===== src/rtl/uk_light_pkg.sv =====
// Shared state encoding and sizing helpers for the multi-approach UK light controller.
package uk_light_pkg;

   localparam int STATE_W = 6;

   typedef enum logic [STATE_W-1:0] {
      ST_OFF    = 6'b000001,
      ST_RED    = 6'b000010,
      ST_RDYLW  = 6'b000100,
      ST_GREEN  = 6'b001000,
      ST_YELLOW = 6'b010000,
      ST_WALK   = 6'b100000
   } state_t;

   function automatic int max_dwell(input int a, input int b, input int c,
                                    input int d, input int e);
      int m;
      m = a;
      if (b > m) m = b;
      if (c > m) m = c;
      if (d > m) m = d;
      if (e > m) m = e;
      return m;
   endfunction

   // The timer holds dwell-1, so $clog2(max) bits suffice; keep at least one bit.
   function automatic int cnt_width(input int max_cyc);
      return (max_cyc > 1) ? $clog2(max_cyc) : 1;
   endfunction

endpackage


===== src/rtl/uk_light_junction_if.sv =====
// Control/lamp bundle between junction logic, the controller and the lamp drivers.
// Pedestrian signals exist only when UK_LIGHT_PED_EN is defined.
interface uk_light_junction_if #(
   parameter int N_WAY = 4
) ();
   localparam int AW = $clog2(N_WAY);

   // No valid/ready pair: enable is a level sampled every posedge, and the
   // lamp/state outputs are Moore levels valid for the whole cycle.
   logic             enable;
   logic [N_WAY-1:0] red;
   logic [N_WAY-1:0] ylwred;
   logic [N_WAY-1:0] green;
   logic [N_WAY-1:0] yellow;
   logic [5:0]       state_out;
   logic [AW-1:0]    active_way;
`ifdef UK_LIGHT_PED_EN
   logic             ped_req;
   logic             ped_walk;
`endif

   modport master (
      input  enable,
`ifdef UK_LIGHT_PED_EN
      input  ped_req,
      output ped_walk,
`endif
      output red, ylwred, green, yellow, state_out, active_way
   );

   modport slave (
      output enable,
`ifdef UK_LIGHT_PED_EN
      output ped_req,
      input  ped_walk,
`endif
      input  red, ylwred, green, yellow, state_out, active_way
   );

endinterface


===== src/rtl/uk_light_timer.sv =====
// Loadable down-counter; done is high while the count sits at zero.
module uk_light_timer #(
   parameter int W = 3
) (
   input  logic         clk,
   input  logic         rst_n,
   input  logic         load,
   input  logic [W-1:0] load_val,
   output logic         done
);

   logic [W-1:0] cnt;

   always_ff @(posedge clk or negedge rst_n) begin
      if (!rst_n) begin
         cnt <= '0;
      end else if (load) begin
         cnt <= load_val;
      end else if (cnt != '0) begin
         cnt <= cnt - W'(1);
      end
   end

   assign done = (cnt == '0);

endmodule


===== src/rtl/uk_light_junction.sv =====
// Round-robin N_WAY UK traffic-light controller with per-phase dwell timing.
// Optional pedestrian WALK phase is built when UK_LIGHT_PED_EN is defined.
module uk_light_junction
   import uk_light_pkg::*;
#(
   parameter int N_WAY      = 4,
   parameter int ALLRED_CYC = 2,
   parameter int RA_CYC     = 2,
   parameter int GREEN_CYC  = 8,
   parameter int AMBER_CYC  = 3,
   parameter int WALK_CYC   = 6
) (
   input  logic            clk,
   input  logic            rst_n,
   uk_light_junction_if.master bus
);

   localparam int AW = $clog2(N_WAY);
   localparam int TW = cnt_width(max_dwell(ALLRED_CYC, RA_CYC, GREEN_CYC,
                                           AMBER_CYC, WALK_CYC));
   localparam logic [AW-1:0] LAST_WAY = AW'(N_WAY - 1);

   state_t        state;
   state_t        nxt;
   logic [AW-1:0] way;
   logic          done;
   logic          load;
   logic [TW-1:0] load_val;
   logic          walk_ok;
   logic [N_WAY-1:0] sel;

   function automatic logic [TW-1:0] dwell_m1(input state_t s);
      case (s)
         ST_RED:    return TW'(ALLRED_CYC - 1);
         ST_RDYLW:  return TW'(RA_CYC - 1);
         ST_GREEN:  return TW'(GREEN_CYC - 1);
         ST_YELLOW: return TW'(AMBER_CYC - 1);
         ST_WALK:   return TW'(WALK_CYC - 1);
         default:   return '0;
      endcase
   endfunction

`ifdef UK_LIGHT_PED_EN
   logic ped_pend;
   assign walk_ok = ped_pend;
`else
   assign walk_ok = 1'b0;
`endif

   always_comb begin
      nxt = state;
      case (state)
         ST_OFF:    if (bus.enable) nxt = ST_RED;
         ST_RED:    if (!bus.enable) nxt = ST_OFF;
                    else if (done) nxt = ST_RDYLW;
         ST_RDYLW:  if (!bus.enable) nxt = ST_OFF;
                    else if (done) nxt = ST_GREEN;
         // Green is cut short on disable but the amber always runs in full.
         ST_GREEN:  if (!bus.enable || done) nxt = ST_YELLOW;
         ST_YELLOW: if (done) begin
                       if (!bus.enable) nxt = ST_OFF;
                       else if (walk_ok) nxt = ST_WALK;
                       else nxt = ST_RED;
                    end
         ST_WALK:   if (done) nxt = bus.enable ? ST_RED : ST_OFF;
         default:   nxt = ST_OFF;
      endcase
   end

   // Every state change reloads the dwell; there are no self-transitions.
   assign load     = (nxt != state);
   assign load_val = dwell_m1(nxt);

   uk_light_timer #(.W(TW)) u_timer (
      .clk      (clk),
      .rst_n    (rst_n),
      .load     (load),
      .load_val (load_val),
      .done     (done)
   );

   always_ff @(posedge clk or negedge rst_n) begin
      if (!rst_n) begin
         state <= ST_OFF;
         way   <= '0;
`ifdef UK_LIGHT_PED_EN
         ped_pend <= 1'b0;
`endif
      end else begin
         state <= nxt;
         if (state == ST_YELLOW && done) begin
            way <= (way == LAST_WAY) ? '0 : way + AW'(1);
         end
`ifdef UK_LIGHT_PED_EN
         // A request coinciding with WALK entry is kept for the next amber.
         ped_pend <= (ped_pend && !(nxt == ST_WALK && state != ST_WALK)) || bus.ped_req;
`endif
      end
   end

   always_comb begin
      sel      = '0;
      sel[way] = 1'b1;
   end

   always_comb begin
      bus.red    = '1;
      bus.ylwred = '0;
      bus.green  = '0;
      bus.yellow = '0;
      case (state)
         ST_RDYLW:  begin bus.ylwred = sel; bus.red = ~sel; end
         ST_GREEN:  begin bus.green  = sel; bus.red = ~sel; end
         ST_YELLOW: begin bus.yellow = sel; bus.red = ~sel; end
         default:   ;
      endcase
   end

   assign bus.active_way = way;

`ifdef UK_LIGHT_PED_EN
   assign bus.state_out = state;
   assign bus.ped_walk  = (state == ST_WALK);
`else
   assign bus.state_out = {1'b0, state[4:0]};
`endif

endmodule


===== src/flat_wrapper.sv =====
// flat-port wrapper written by rule: the top's interface ports become plain ports
module uk_light_junction_flat import uk_light_pkg::*;
#(
   parameter int N_WAY      = 4,
   parameter int ALLRED_CYC = 2,
   parameter int RA_CYC     = 2,
   parameter int GREEN_CYC  = 8,
   parameter int AMBER_CYC  = 3,
   parameter int WALK_CYC   = 6
)
  (clk, rst_n, bus_enable, bus_red, bus_ylwred, bus_green, bus_yellow, bus_state_out, bus_active_way);
  uk_light_junction_if #(.N_WAY(N_WAY)) bus_i ();
  input  logic clk;
  input  logic rst_n;
  input wire logic [$bits(bus_i.enable)-1:0] bus_enable;
  output wire logic [$bits(bus_i.red)-1:0] bus_red;
  output wire logic [$bits(bus_i.ylwred)-1:0] bus_ylwred;
  output wire logic [$bits(bus_i.green)-1:0] bus_green;
  output wire logic [$bits(bus_i.yellow)-1:0] bus_yellow;
  output wire logic [$bits(bus_i.state_out)-1:0] bus_state_out;
  output wire logic [$bits(bus_i.active_way)-1:0] bus_active_way;
  assign bus_i.enable = bus_enable;
  assign bus_red = bus_i.red;
  assign bus_ylwred = bus_i.ylwred;
  assign bus_green = bus_i.green;
  assign bus_yellow = bus_i.yellow;
  assign bus_state_out = bus_i.state_out;
  assign bus_active_way = bus_i.active_way;
  uk_light_junction #(.N_WAY(N_WAY), .ALLRED_CYC(ALLRED_CYC), .RA_CYC(RA_CYC), .GREEN_CYC(GREEN_CYC), .AMBER_CYC(AMBER_CYC), .WALK_CYC(WALK_CYC)) u_core (.clk(clk), .rst_n(rst_n), .bus(bus_i));
endmodule

===== config.mk =====
export PLATFORM = sky130hd
export DESIGN_NAME = uk_light_junction_flat
export DESIGN_NICKNAME = d
export VERILOG_FILES = /design/src/rtl/uk_light_pkg.sv /design/src/rtl/uk_light_junction_if.sv /design/src/rtl/uk_light_timer.sv /design/src/rtl/uk_light_junction.sv /design/src/flat_wrapper.sv
export SDC_FILE = /design/constraint.sdc
export NUM_CORES = 1
export LEC_CHECK = 0
export ABC_AREA = 0
export BUFFER_PORTS_ARGS = -buffer_cell sky130_fd_sc_hd__buf_4
export CORE_MARGIN = 2
export CORE_UTILIZATION = 58
export CTS_CLUSTER_SIZE = 24
export DETAILED_ROUTE_END_ITERATION = 7
export PLACE_DENSITY = 0.85
export SLEW_MARGIN = 20
export SYNTH_ARGS = -nofsm -noshare
export SYNTH_HDL_FRONTEND = slang
export SYNTH_HIERARCHICAL = 1
export SYNTH_SLANG_ARGS = --single-unit
export TNS_END_PERCENT = 30

===== constraint.sdc =====
create_clock -name clk -period 7.2 [get_ports clk]
set_clock_uncertainty 0.2 [all_clocks]
set_input_delay 0.72 -clock clk [delete_from_list [all_inputs] [get_ports clk]]
set_output_delay 0.72 -clock clk [all_outputs]
set_load 0.02 [all_outputs]

# [Word-level counts from Yosys, hierarchy flattened]
# Cells that the tools add are included.
# W data, S select, Z words.
[word_totals] register_bits=11 in_bits=3 word_cells=50
[classes] addsub=2 magnitude_cmp=2 n_eq_ne=13 mux=19 n_bitwise=1 n_reduce_logical=10
[op_table] cell="$mux W6" count=7
[op_table] cell="$pmux W6 S5" count=1
[op_table] cell="$mux W4" count=4
[op_table] cell="$eq A6 B2 Y1 const B" count=2
[op_table] cell="$eq A6 B3 Y1 const B" count=2
[op_table] cell="$eq A6 B4 Y1 const B" count=2
[op_table] cell="$eq A6 B5 Y1 const B" count=2
[op_table] cell="$eq A6 B6 Y1 const B" count=2
[op_table] cell="$pmux W3 S4" count=1
[op_table] cell="$eq A6 B1 Y1 const B" count=1
[op_table] cell="$mux W3" count=2
[op_table] cell="$ne A6 B6 Y1" count=1
[op_table] cell="$mux W2" count=2
[op_table] cell="$not A4 Y4" count=1
[op_table] cell="$reduce_or A2 Y1" count=2
[op_table] cell="$logic_not A3 Y1" count=1
[op_table] cell="$lt A2 B3 Y1 const B" count=1
[op_table] cell="$reduce_bool A3 Y1" count=1
[op_table] cell="$reduce_or A3 Y1" count=1
[op_table] cell="$sub A3 B1 Y3 const B" count=1
[op_table] cell="$add A2 B1 Y2 const B" count=1
[op_table] cell="$demux W1 S2" count=1
[op_table] cell="$eq A2 B2 Y1 const B" count=1
[op_table] cell="$ge A2 B1 Y1 const B" count=1
[op_table] cell="5 further kinds" count=6

# [Logic depth before layout (Yosys ltp)]
[depth] word_depth=8 mapped_depth=11

# [By module]
# Netlist, hierarchy kept.
[modules_own_cells] module="uk_light_junction" n_inst=1 cells_each=123 area_each_um2=987.2 seq_area_each_um2=201.4
[modules_own_cells] module="uk_light_timer" n_inst=1 cells_each=21 area_each_um2=200.2 seq_area_each_um2=75.1

# [Worst setup path after synthesis]
# OpenSTA, ideal clock, no wires.
[synth_timing] path_type="register to register" startpoint="reg u_core.u_timer.cnt[0]" endpoint="reg u_core.u_timer.cnt[0]" arrival_time_ns=2.066 slack_ns=4.788 stages_incl_launch_ff=12 path_buffers=1 cell_sequence="dfrtp_1 -> inv_1 -> ha_1 -> nand2b_1 -> inv_1 -> buf_2 -> nor3_1 -> a21oi_1 -> a311oi_1 -> o211ai_1 -> nor4b_1 -> a221oi_1"
[synth_lines] item="start: declaration" line_no="uk_light_timer.sv:12" text="logic [W-1:0] cnt;"
[synth_lines] item="start signal: assignment" line_no="uk_light_timer.sv:18" text="cnt <= load_val;"
[synth_lines] item="start signal: assignment" line_no="uk_light_timer.sv:20" text="cnt <= cnt - W'(1);"
[synth_lines] item="$logic_not A3 Y1 (*)" line_no="uk_light_timer.sv:24" text="assign done = (cnt == '0);"
[synth_lines] item="via u_core.done" line_no="uk_light_junction.sv:26" text="logic done;"
[synth_lines] item="$mux W6 (tied with other cells)" line_no="uk_light_junction.sv:57" text="else if (done) nxt = ST_GREEN;"
[synth_lines] item="$mux W6 (on tied branches)" line_no="uk_light_junction.sv:56, uk_light_junction.sv:54, uk_light_junction.sv:59"
[synth_lines] item="$pmux W6 S5 (*)" line_no="uk_light_junction.sv:52" text="case (state)"
[synth_lines] item="$ne A6 B6 Y1 (*)" line_no="uk_light_junction.sv:71" text="assign load = (nxt != state);"
[synth_lines] item="via u_core.load" line_no="uk_light_junction.sv:27" text="logic load;"
[synth_lines] item="$mux W3 or $reduce_bool A2 Y1 (tied branches)"
# The timed path passes the listed nets; every way through them passes the cells marked *. The select of a mux whose other input is x is not followed.
# A chain may end at the register's enable or synchronous reset.

# [Final worst setup path]
[layout_timing] startpoint="reg u_core.state[1]" endpoint="reg u_core.u_timer.cnt[0]"
[layout_lines] item="start: declaration" line_no="uk_light_junction.sv:23" text="state_t state;"
[layout_lines] item="start signal: assignment" line_no="uk_light_junction.sv:90" text="state <= nxt;"
[layout_lines] item="$eq A6 B6 Y1 (tied with other cells)" line_no="uk_light_junction.sv:52"
[layout_lines] item="$reduce_or A2 Y1 (no source line) (tied with other cells)"
[layout_lines] item="$pmux W6 S5" line_no="uk_light_junction.sv:52"
[layout_lines] item="$ne A6 B6 Y1 (*)" line_no="uk_light_junction.sv:71"
[layout_lines] item="via u_core.load" line_no="uk_light_junction.sv:27"
[layout_lines] item="$mux W3 or $reduce_bool A2 Y1 (tied branches)"
# The timed path passes the listed nets; every way through them passes the cells marked *.

==> impl_metrics.ini <==
[outcome]
outcome = complete, no violations

[placement]
gp_congestion = 0.906
portBuffers = 25
hpwlAfterDp_um = 2060

[timing]
hold_viol_final = 0
relSlewSlack_pct = 63.2
holdWs_ns = 0.0779
setup-tns-final_ns = 0
fmax_ghz = 0.352
fin_crit_ns = 2.84
rsz0062_at_grt = no
post-route-period-util_pct = 39.5
worst_slew_pin_slew_ns = 0.552
final-setup-viol-count = 0
slew_violations = 0

[worst_setup_path]
rr_worst_depth = 7
reg2reg_from = u_core/state[1]$_DFF_PN0_
crit_type = reg2reg
start_kind = register
reg2reg_slack_ns = 4.36
r2r-end = u_core/u_timer/cnt[0]$_DFFE_PN0P_
crit_fanout = 15
critPathLaunch = u_core/state[1]$_DFF_PN0_
worstPathRequired_ns = 7.12
arrival_ns = 2.76
critPathCaptureType = register

[clocking]
cts.sink_count = 11
ctsLongestPathBuffers = 2
path_clk_slew_ns = 0.07
cts_hold_buf = 0
htree_levels = 1
clk_latency_ns = 0.26
postCtsSetupBuffers = 0
cts_resized = 0
cts_root_buf = clkbuf_4
numCtsBuffers = 3
cts_tree = built

[synthesis]
synth.most_common_cell = and2_1
async_reset_ff_share_pct = 100
yosys.area.top_type_share_pct = 21.1
synthFlopType = dfrtp_1
synth_commonest_cells = 13 x and2_1, 11 x inv_1, 10 x dfrtp_1, 10 x nor2_1
avgSynthCellArea_um2 = 8.25
ys_ff_latch = 11
synthTopCellsByArea = dfrtp_1 21%, and2_1 6.8%, ha_1 6.3%, buf_4 5.1%, inv_1 3.5%
yosys_warnings = 6
synth-edff-count = 0
synth-seq-area-share_pct = 23.3
synth_area_um2 = 1190
synth_nets = 153
ys_types = 50
synth_top_area_cell = dfrtp_1
syn-instance-count = 144

[routing]
ant_nets = 0
first_pass_iters = 4
via_per_inst = 5.88
dr.first_iter.drc_count = 40
drc = 0
postRouteWirelength_um = 2650
routedWlPerCell_um = 14.3
vias = 1088

[finish]
fin_nets = 168
drive_gt1_share_pct = 25.3
antennaDiodeCount = 0
area_delta_synth_final_pct = 11.6

[floorplanning]
die_h_um = 49.2
core_um2 = 1940
start_util_pct = 61.1
dieWidth_um = 49.2
boundaryPins = 27
rows = 16
die_area_um2 = 2430

[pwr]
total_power_mw = 0.332
p_leak_nw = 0.664
peakVddDrop_uv = 222
power.density_nw_per_um2 = 250

[global_route]
antenna_found_initial = 0
first_global_vias = 991
grt_max_degree = 16
grtUsageTotal_pct = 23.3
overflow = 0
grt_pass1_wl_um = 4560

[run]
maxCapViolations = 0

[hold_path]
hp-class = in2async
[metrics by stage]
stage	setup slack [ns]	utilization (%)	area (um2)	instances
6_report	4.36	68.2	1330	185
3_5_place_dp	4.41	66.9	1300	181
3_3_place_gp	4.56	66.9	1300	181
5_1_grt	4.15	68.2	1330	185
2_1_floorplan	4.79	-	1190	144
4_1_cts	4.39	68.2	1330	185
[worst max-delay path, cell delays in order, from the launching register on]
cell	delay [ns]
dfrtp_1	0.69
nor3_2	0.13
and3_1	0.26
or3_2	0.42
a31oi_1	0.22
o211ai_1	0.27
nor4b_1	0.43
a221oi_1	0.09
[sequential cells by signal, summed over array words and instances (netlist names)]
name                   count
u_core/bus.active_way      2
u_core/u_timer/cnt         3
u_core/state               6
[worst max path at each step]
stage | endpoint | slack, ns | cells after the start
floorplan | u_core/u_timer/cnt[0]$_DFFE_PN0P_ | 4.79 | 11
global placement | u_core/u_timer/cnt[0]$_DFFE_PN0P_ | 4.56 | 7
detailed placement | u_core/u_timer/cnt[0]$_DFFE_PN0P_ | 4.41 | 10
CTS | u_core/u_timer/cnt[0]$_DFFE_PN0P_ | 4.39 | 7
global route | u_core/u_timer/cnt[0]$_DFFE_PN0P_ | 4.15 | 10
finish | u_core/u_timer/cnt[0]$_DFFE_PN0P_ | 4.36 | 7
[power breakdown]
part / internal, mW / switching, mW / total, mW
registers: 0.0785 / 0.0291 / 0.108
clock network: 0.0214 / 0.0180 / 0.0393
logic: 0.0798 / 0.105 / 0.185
[cells in the final DEF, fill, tap and decap left out, types with 2 or more instances in the layout]
master / count
nor3_1: 4
buf_4: 25
or3_1: 2
nand2_1: 8
ha_1: 6
dfrtp_1: 10
nand2b_1: 3
mux2i_1: 2
a31oi_1: 5
nor2b_1: 5
and2_1: 13
nor4b_1: 2
xor2_1: 3
o22ai_1: 2
a21oi_1: 5
inv_1: 11
o21ai_0: 2
and3_1: 2
a311oi_1: 2
nor2_1: 10
clkbuf_4: 3
nand3_1: 5
nor4_2: 2
[cell type report]
class                   count  area (um2)
clock buffers               4        26.3
fillers                   180         617
inverters                  11        41.3
multi-input cells         107         759
flip-flops and latches     11         277
well taps                  27        33.8
repair buffers             25         188
[kinds of logic after synthesis]
| group | synth area share (%) |
|---|---|
| muxes | 2.63 |
| DFF | 23.3 |
| adders and majority gates | 6.32 |
| xor gates and xnor gates | 2.95 |
| buffers and inverters | 12.7 |
| AOI/OAI and AO/OA | 13.8 |
| other | 0.316 |
| and+or+nand+nor | 37.9 |
[metal layers]
layer / vias up / GRT usage [%] / part of all wire, %
met5: - / 0 / 0
met4: 0 / 7.62 / 0.94
met3: 6 / 2.45 / 4.1
met2: 34 / 37.8 / 49
met1: 522 / 32.1 / 46
li1: 526 / - / -
Note: power is estimated with default switching activity, not from simulation.
